==> src/rtl/icache_loader_if.sv <==
// ============================================================================
// icache_loader_if : byte-stream input and icache write-port bundle
// Revision 1.0 - initial release
// ============================================================================
`default_nettype none

interface icache_loader_if #(
  parameter int ADDR_W = 6
);
  logic [7:0]        byte_data;
  logic              byte_valid;
  logic              byte_ready;
  logic              wr_en;
  logic [ADDR_W-1:0] wr_addr;
  logic [31:0]       wr_data;

  // master: byte source that also observes the icache write port
  modport master (
    output byte_data, byte_valid,
    input  byte_ready, wr_en, wr_addr, wr_data
  );

  // slave: the loader itself
  modport slave (
    input  byte_data, byte_valid,
    output byte_ready, wr_en, wr_addr, wr_data
  );
endinterface

`default_nettype wire

==> src/rtl/icache_loader.sv <==
// ============================================================================
// icache_loader : assembles a length-prefixed byte stream into 32-bit words,
//                 writes them to the icache and holds the core in reset until
//                 the image is complete. Optional macro: ICL_CHECKSUM_EN.
// Revision 1.0 - initial release
// ============================================================================
`default_nettype none

module icache_loader #(
  parameter int ADDR_W = 6
) (
  input  logic              clk_i,
  input  logic              rst_ni,
  input  logic              start_i,
  icache_loader_if.slave    bus,
  output logic              core_rst_no,
  output logic              busy_o,
  output logic              done_o,
  output logic              error_o,
  output logic [ADDR_W:0]   words_o
);

  localparam int unsigned       CAP      = 2 ** ADDR_W;
  localparam logic [ADDR_W:0]   WORD_ONE = 1;
  localparam logic [ADDR_W-1:0] ADDR_ONE = 1;

  typedef enum logic [2:0] {
    S_IDLE  = 3'd0,
    S_LEN   = 3'd1,
    S_DATA  = 3'd2,
    S_WRITE = 3'd3,
    S_DONE  = 3'd4,
    S_ERROR = 3'd5
`ifdef ICL_CHECKSUM_EN
    ,S_CHK  = 3'd6
`endif
  } state_t;

  state_t            state_q;
  logic              byte_ready_q;
  logic              wr_en_q;
  logic [ADDR_W-1:0] wr_addr_q;
  logic [31:0]       wr_data_q;
  logic              busy_q;
  logic              done_q;
  logic              error_q;
  logic              core_rst_nq;
  logic [ADDR_W:0]   words_q;
  logic [ADDR_W:0]   n_q;
  logic [1:0]        cnt_q;
`ifdef ICL_CHECKSUM_EN
  logic [7:0]        xor_q;
  logic [7:0]        xor_d;
`endif

  logic              w_fire;
  logic              w_len_ok;
  logic [ADDR_W:0]   words_d;
  logic [ADDR_W-1:0] wr_addr_d;
  logic [31:0]       wr_data_d;

  assign w_fire    = bus.byte_valid & byte_ready_q;
  assign w_len_ok  = (bus.byte_data != 8'd0) && ({24'd0, bus.byte_data} <= CAP);
  assign words_d   = words_q + WORD_ONE;
  assign wr_addr_d = wr_addr_q + ADDR_ONE;
  // little-endian assembly: the first byte ends up in [7:0] after four shifts
  assign wr_data_d = {bus.byte_data, wr_data_q[31:8]};
`ifdef ICL_CHECKSUM_EN
  assign xor_d     = xor_q ^ bus.byte_data;
`endif

  always_ff @(posedge clk_i or negedge rst_ni) begin
    if (!rst_ni) begin
      state_q      <= S_IDLE;
      byte_ready_q <= 1'b0;
      wr_en_q      <= 1'b0;
      wr_addr_q    <= '0;
      wr_data_q    <= '0;
      busy_q       <= 1'b0;
      done_q       <= 1'b0;
      error_q      <= 1'b0;
      core_rst_nq  <= 1'b0;
      words_q      <= '0;
      n_q          <= '0;
      cnt_q        <= '0;
`ifdef ICL_CHECKSUM_EN
      xor_q        <= '0;
`endif
    end else begin
      wr_en_q <= 1'b0;
      case (state_q)
        S_IDLE, S_DONE, S_ERROR: begin
          if (start_i) begin
            state_q      <= S_LEN;
            byte_ready_q <= 1'b1;
            busy_q       <= 1'b1;
            done_q       <= 1'b0;
            error_q      <= 1'b0;
            core_rst_nq  <= 1'b0;
            words_q      <= '0;
          end
        end

        S_LEN: begin
          if (w_fire) begin
            if (w_len_ok) begin
              // N fits in ADDR_W+1 bits once it has passed the range check
              n_q       <= (ADDR_W+1)'(bus.byte_data);
              cnt_q     <= '0;
              wr_addr_q <= '0;
`ifdef ICL_CHECKSUM_EN
              xor_q     <= '0;
`endif
              state_q   <= S_DATA;
            end else begin
              state_q      <= S_ERROR;
              byte_ready_q <= 1'b0;
              busy_q       <= 1'b0;
              error_q      <= 1'b1;
              core_rst_nq  <= 1'b0;
            end
          end
        end

        S_DATA: begin
          if (w_fire) begin
            wr_data_q <= wr_data_d;
            cnt_q     <= cnt_q + 2'd1;
`ifdef ICL_CHECKSUM_EN
            xor_q     <= xor_d;
`endif
            if (cnt_q == 2'd3) begin
              state_q      <= S_WRITE;
              byte_ready_q <= 1'b0;
              wr_en_q      <= 1'b1;
            end
          end
        end

        S_WRITE: begin
          words_q <= words_d;
          if (words_d == n_q) begin
`ifdef ICL_CHECKSUM_EN
            state_q      <= S_CHK;
            byte_ready_q <= 1'b1;
`else
            state_q      <= S_DONE;
            busy_q       <= 1'b0;
            done_q       <= 1'b1;
            core_rst_nq  <= 1'b1;
`endif
          end else begin
            wr_addr_q    <= wr_addr_d;
            state_q      <= S_DATA;
            byte_ready_q <= 1'b1;
          end
        end

`ifdef ICL_CHECKSUM_EN
        S_CHK: begin
          if (w_fire) begin
            byte_ready_q <= 1'b0;
            busy_q       <= 1'b0;
            // written words stay in the icache even when the trailer is wrong
            if (bus.byte_data == xor_q) begin
              state_q     <= S_DONE;
              done_q      <= 1'b1;
              core_rst_nq <= 1'b1;
            end else begin
              state_q     <= S_ERROR;
              error_q     <= 1'b1;
              core_rst_nq <= 1'b0;
            end
          end
        end
`endif

        default: begin
          state_q      <= S_IDLE;
          byte_ready_q <= 1'b0;
          busy_q       <= 1'b0;
          core_rst_nq  <= 1'b0;
        end
      endcase
    end
  end

  assign bus.byte_ready = byte_ready_q;
  assign bus.wr_en      = wr_en_q;
  assign bus.wr_addr    = wr_addr_q;
  assign bus.wr_data    = wr_data_q;
  assign core_rst_no    = core_rst_nq;
  assign busy_o         = busy_q;
  assign done_o         = done_q;
  assign error_o        = error_q;
  assign words_o        = words_q;

endmodule

`default_nettype wire

==> src/flat_wrapper.sv <==
// flat-port wrapper written by rule: the top's interface ports become plain ports
module icache_loader_flat 
#(
  parameter int ADDR_W = 6
)
  (clk_i, rst_ni, start_i, core_rst_no, busy_o, done_o, error_o, words_o, bus_byte_data, bus_byte_valid, bus_byte_ready, bus_wr_en, bus_wr_addr, bus_wr_data);
  icache_loader_if #(.ADDR_W(ADDR_W)) bus_i ();
  input  logic clk_i;
  input  logic rst_ni;
  input  logic start_i;
  output logic core_rst_no;
  output logic busy_o;
  output logic done_o;
  output logic error_o;
  output logic [ADDR_W:0] words_o;
  input wire logic [$bits(bus_i.byte_data)-1:0] bus_byte_data;
  input wire logic [$bits(bus_i.byte_valid)-1:0] bus_byte_valid;
  output wire logic [$bits(bus_i.byte_ready)-1:0] bus_byte_ready;
  output wire logic [$bits(bus_i.wr_en)-1:0] bus_wr_en;
  output wire logic [$bits(bus_i.wr_addr)-1:0] bus_wr_addr;
  output wire logic [$bits(bus_i.wr_data)-1:0] bus_wr_data;
  assign bus_i.byte_data = bus_byte_data;
  assign bus_i.byte_valid = bus_byte_valid;
  assign bus_byte_ready = bus_i.byte_ready;
  assign bus_wr_en = bus_i.wr_en;
  assign bus_wr_addr = bus_i.wr_addr;
  assign bus_wr_data = bus_i.wr_data;
  icache_loader #(.ADDR_W(ADDR_W)) u_core (.clk_i(clk_i), .rst_ni(rst_ni), .start_i(start_i), .bus(bus_i), .core_rst_no(core_rst_no), .busy_o(busy_o), .done_o(done_o), .error_o(error_o), .words_o(words_o));
endmodule
==> config.mk <==
export PLATFORM = sky130hd
export DESIGN_NAME = icache_loader_flat
export DESIGN_NICKNAME = d
export VERILOG_FILES = /design/src/rtl/icache_loader_if.sv /design/src/rtl/icache_loader.sv /design/src/flat_wrapper.sv
export SDC_FILE = /design/constraint.sdc
export NUM_CORES = 1
export LEC_CHECK = 0
export CAP_MARGIN = 15
export CORE_MARGIN = 2
export CORE_UTILIZATION = 30
export DETAILED_ROUTE_END_ITERATION = 10
export REMOVE_ABC_BUFFERS = 1
export SETUP_SLACK_MARGIN = 0.1
export SYNTH_ARGS = -nofsm -noshare
export SYNTH_HDL_FRONTEND = slang
export SYNTH_SLANG_ARGS = --single-unit
==> constraint.sdc <==
create_clock -name clk_i -period 2.4 [get_ports clk_i]
set_clock_uncertainty 0.1 [all_clocks]
set_input_delay 0.24 -clock clk_i [delete_from_list [all_inputs] [get_ports clk_i]]
set_output_delay 0.24 -clock clk_i [all_outputs]
set_load 0.05 [all_outputs]
==> flow_summary.json <==
{
  "netlist_area_um2": 2912,
  "fp.dieW_um": 102.5,
  "track_usage": 0.1341,
  "crit_end": "u_core.bus.wr_addr[3]",
  "async_flop_share": 1.000,
  "final_util": 0.4409,
  "drt-total-wl_um": 6541,
  "setup_tns_ps": 0,
  "die_area_um2": 10510,
  "cts-root-buf": "clkbuf_8",
  "mostFrequentLayoutCell": "dfrtp_1",
  "slew_headroom": 0.5873,
  "initial_core_util": 0.3121,
  "cts_tree": "yes",
  "ios": 63,
  "max_freq_ghz": 0.4524,
  "layout_common_cells": "dfrtp_1 (63), clkdlybuf4s50_1 (57), mux2_2 (39)",
  "crit_type": "flip-flop to flip-flop",
  "rr_worst_depth": 8,
  "wl_per_cell_um": 13.95,
  "num_vias": 2242,
  "clock-sinks": 63,
  "grt_pass1_wl_um": 10860,
  "syn_avg_cell_area_um2": 11.84,
  "worst-endpoint-required_ps": 2570,
  "ir_worst_vdd_uv": 607.8,
  "clk_latency_ps": 340,
  "drive_gt1_frac": 0.2676,
  "gr-total-overflow": 0,
  "r2r-end": "u_core.bus.wr_addr[3]",
  "slew_viol_final": 0,
  "vias_per_cell": 4.780,
  "clock_path_buffers": 2,
  "cp-start-kind": "flip-flop",
  "clkSlewWorstSetupHoldPaths_ps": 80,
  "max_stage_delay_ps": 460,
  "syn_inst": 246,
  "cpMostUsedCell": "buf_4",
  "die_height_um": 102.5,
  "route.met2.wl_um": 3071,
  "ant_nets": 0,
  "critPathSlowestCell": "or4_1",
  "synth_seq_cells": 63,
  "gp_routability_congestion": 0.8438,
  "power_density_nw_per_um2": 1223,
  "timing.rr.start": "u_core.words_o[0]",
  "path_cells": "ha_1, buf_4, xnor2_1, a2111oi_4, and3_4, buf_4, or4_1, nand3_1",
  "dp_hpwl_um": 4708,
  "crit_fanout": 5,
  "fin_crit_sh": 0.9210,
  "grt_pass1_vias": 2211,
  "synth_warnings": 0,
  "p_leak_nw": 1.871,
  "crit_start": "u_core.words_o[0]",
  "max_cap_violations": 0,
  "cp-end-kind": "flip-flop",
  "row_count": 35,
  "grt_max_degree": 41,
  "dr.pass1.iters": 4,
  "tightest_slew_ps": 615.4,
  "area_growth_pct": 41.25,
  "antenna_found_initial": 0,
  "cts_max_level": 3,
  "outcome": "finished clean",
  "port_buffers": 62,
  "core_area_um2": 9328,
  "ys_seq_area_frac": 0.5415,
  "synth.distinct_cells": 44,
  "drc": 0,
  "cts_buffers": 9,
  "critPathArrivalTime_ps": 2390,
  "hold_class": "input port to flip-flop",
  "period_needed_ps": 2210,
  "fillers": 888,
  "wl_met1_um": 3005,
  "cts_setup_buffers": 0,
  "rsz0062_at_grt": "true",
  "wl_met3_um": 371,
  "nNetsFinal": 350,
  "setup_violations": 0,
  "hold_violations": 0,
  "insertedDiodeCount": 0,
  "synth_ff_type": "dfrtp_1",
  "highest_layer": "met4",
  "synth_edf_count": 0,
  "r2r_slack_ps": 190,
  "drt-initial-drc-count": 63
}
## layout make-up
| cell class | instances | area [µm²] | share of cell area |
|---|---|---|---|
| Sequential cell | 63 | 1577 | 0.3833 |
| Clock buffer | 9 | 123.9 | 0.03012 |
| Multi-Input combinational cell | 171 | 1316 | 0.3200 |
| Inverter | 2 | 7.507 | 0.001825 |
| Clock inverter | 7 | 78.83 | 0.01917 |
| Timing Repair Buffer | 88 | 848.3 | 0.2063 |
| Tap cell | 129 | 161.4 | 0.03925 |
## stage by stage
stage / cells / hold slack [ps] / instance area [µm²] / setup slack, ps / power [mW]
2_1_floorplan: 236 / -155.6 / 2867 / -110.3 / 3.208
3_3_place_gp: 452 / 173.9 / 3856 / -191.0 / 4.043
3_5_place_dp: 452 / 184.6 / 3856 / -246.9 / 4.075
4_1_cts: 469 / 331.2 / 4086 / 124.9 / 5.078
5_1_grt: 469 / 179.1 / 4113 / 91.99 / 5.349
6_report: 469 / 174.6 / 4113 / 189.5 / 5.030
## power breakdown
group	internal, mW	total, mW	leakage, nW	switching, mW
registers	1.38	1.67	0.840	0.290
logic	0.958	2.42	0.926	1.47
clock network	0.490	0.933	0.104	0.443
total	2.83	5.03	1.87	2.20
## cell families (layout without fill, tap and decap cells)
kind of cell	after synthesis	in the layout	share of synthesized area
flip-flops	63	63	0.5415
multiplexers	41	41	0.1577
buffers and inverters	12	106	0.01805
adder cells (fa/ha/maj)	3	3	0.01289
XOR/XNOR	13	13	0.03911
AND/OR/NAND/NOR	71	71	0.1259
AO/OA/AOI/OAI	43	43	0.1049
## worst min-delay path by stage
stage	start	endpoint	depth (start not counted)
floorplan	rst_ni	u_core.bus.byte_ready	0
global placement	rst_ni	u_core.words_o[2]	1
detailed placement	rst_ni	u_core.words_o[2]	1
CTS	rst_ni	u_core.words_o[2]	2
global route	bus_byte_data[0]	u_core.bus.wr_data[24]	3
finish	bus_byte_data[0]	u_core.bus.wr_data[24]	3
## state kept, by name (all words and copies together), names as in the netlist
signal                 flops
u_core.bus.wr_data        32
u_core.n_q                 7
u_core.words_o             7
u_core.bus.wr_addr         6
u_core.state_q             3
u_core.cnt_q               2
u_core.bus.byte_ready      1
u_core.bus.wr_en           1
u_core.busy_o              1
u_core.core_rst_no         1
u_core.done_o              1
u_core.error_o             1
## Yosys cell counts (2+ instances only)
library cell  number  area, µm²
o31ai_1            4      30.03
xnor2_1            7      61.31
buf_4              2      15.01
xor2_1             6      52.55
a22o_1             3      26.28
a21oi_1            3      15.01
ha_1               3      37.54
nor2b_1            5      31.28
inv_1              2      7.510
a21o_1             2      15.01
mux2i_1            2      20.02
and3_1             4      25.02
dfrtp_1           63       1577
nor2_1            10      37.54
nand2_1           19      71.32
and2_1             7      43.79
mux2_2            39      439.2
nand3_1           13      65.06
nand2b_1           3      18.77
clkbuf_1           5      18.77
o21ai_0           15      75.07
o311ai_0           2      17.52
buf_1              3      11.26
a211oi_1           3      22.52
nand4_1            2      12.51
## layer usage
layer	vias to the layer above	global-route usage
met3	8	0.04881
li1	1066	-
met5	-	0
met1	1104	0.1809
met2	64	0.2046
met4	0	0.03692
## worst max-delay path: cells and delay by family (launching register included)
family | cells | cell delay [ps]
AO/OA/AOI/OAI | 1 | 70
adder cells (fa/ha/maj) | 1 | 230
flip-flops | 1 | 420
AND/OR/NAND/NOR | 3 | 790
XOR/XNOR | 1 | 260
buffers and inverters | 2 | 280
## repair_timing
item                                    in CTS  in global routing
hold endpoints to repair                    23                  0
gates resized for setup                      3                  9
hold buffers                                 1                  0
pin swaps                                    0                  8
endpoints found under the setup margin       5                 18
No activity file was read; power rests on OpenSTA's default activity.
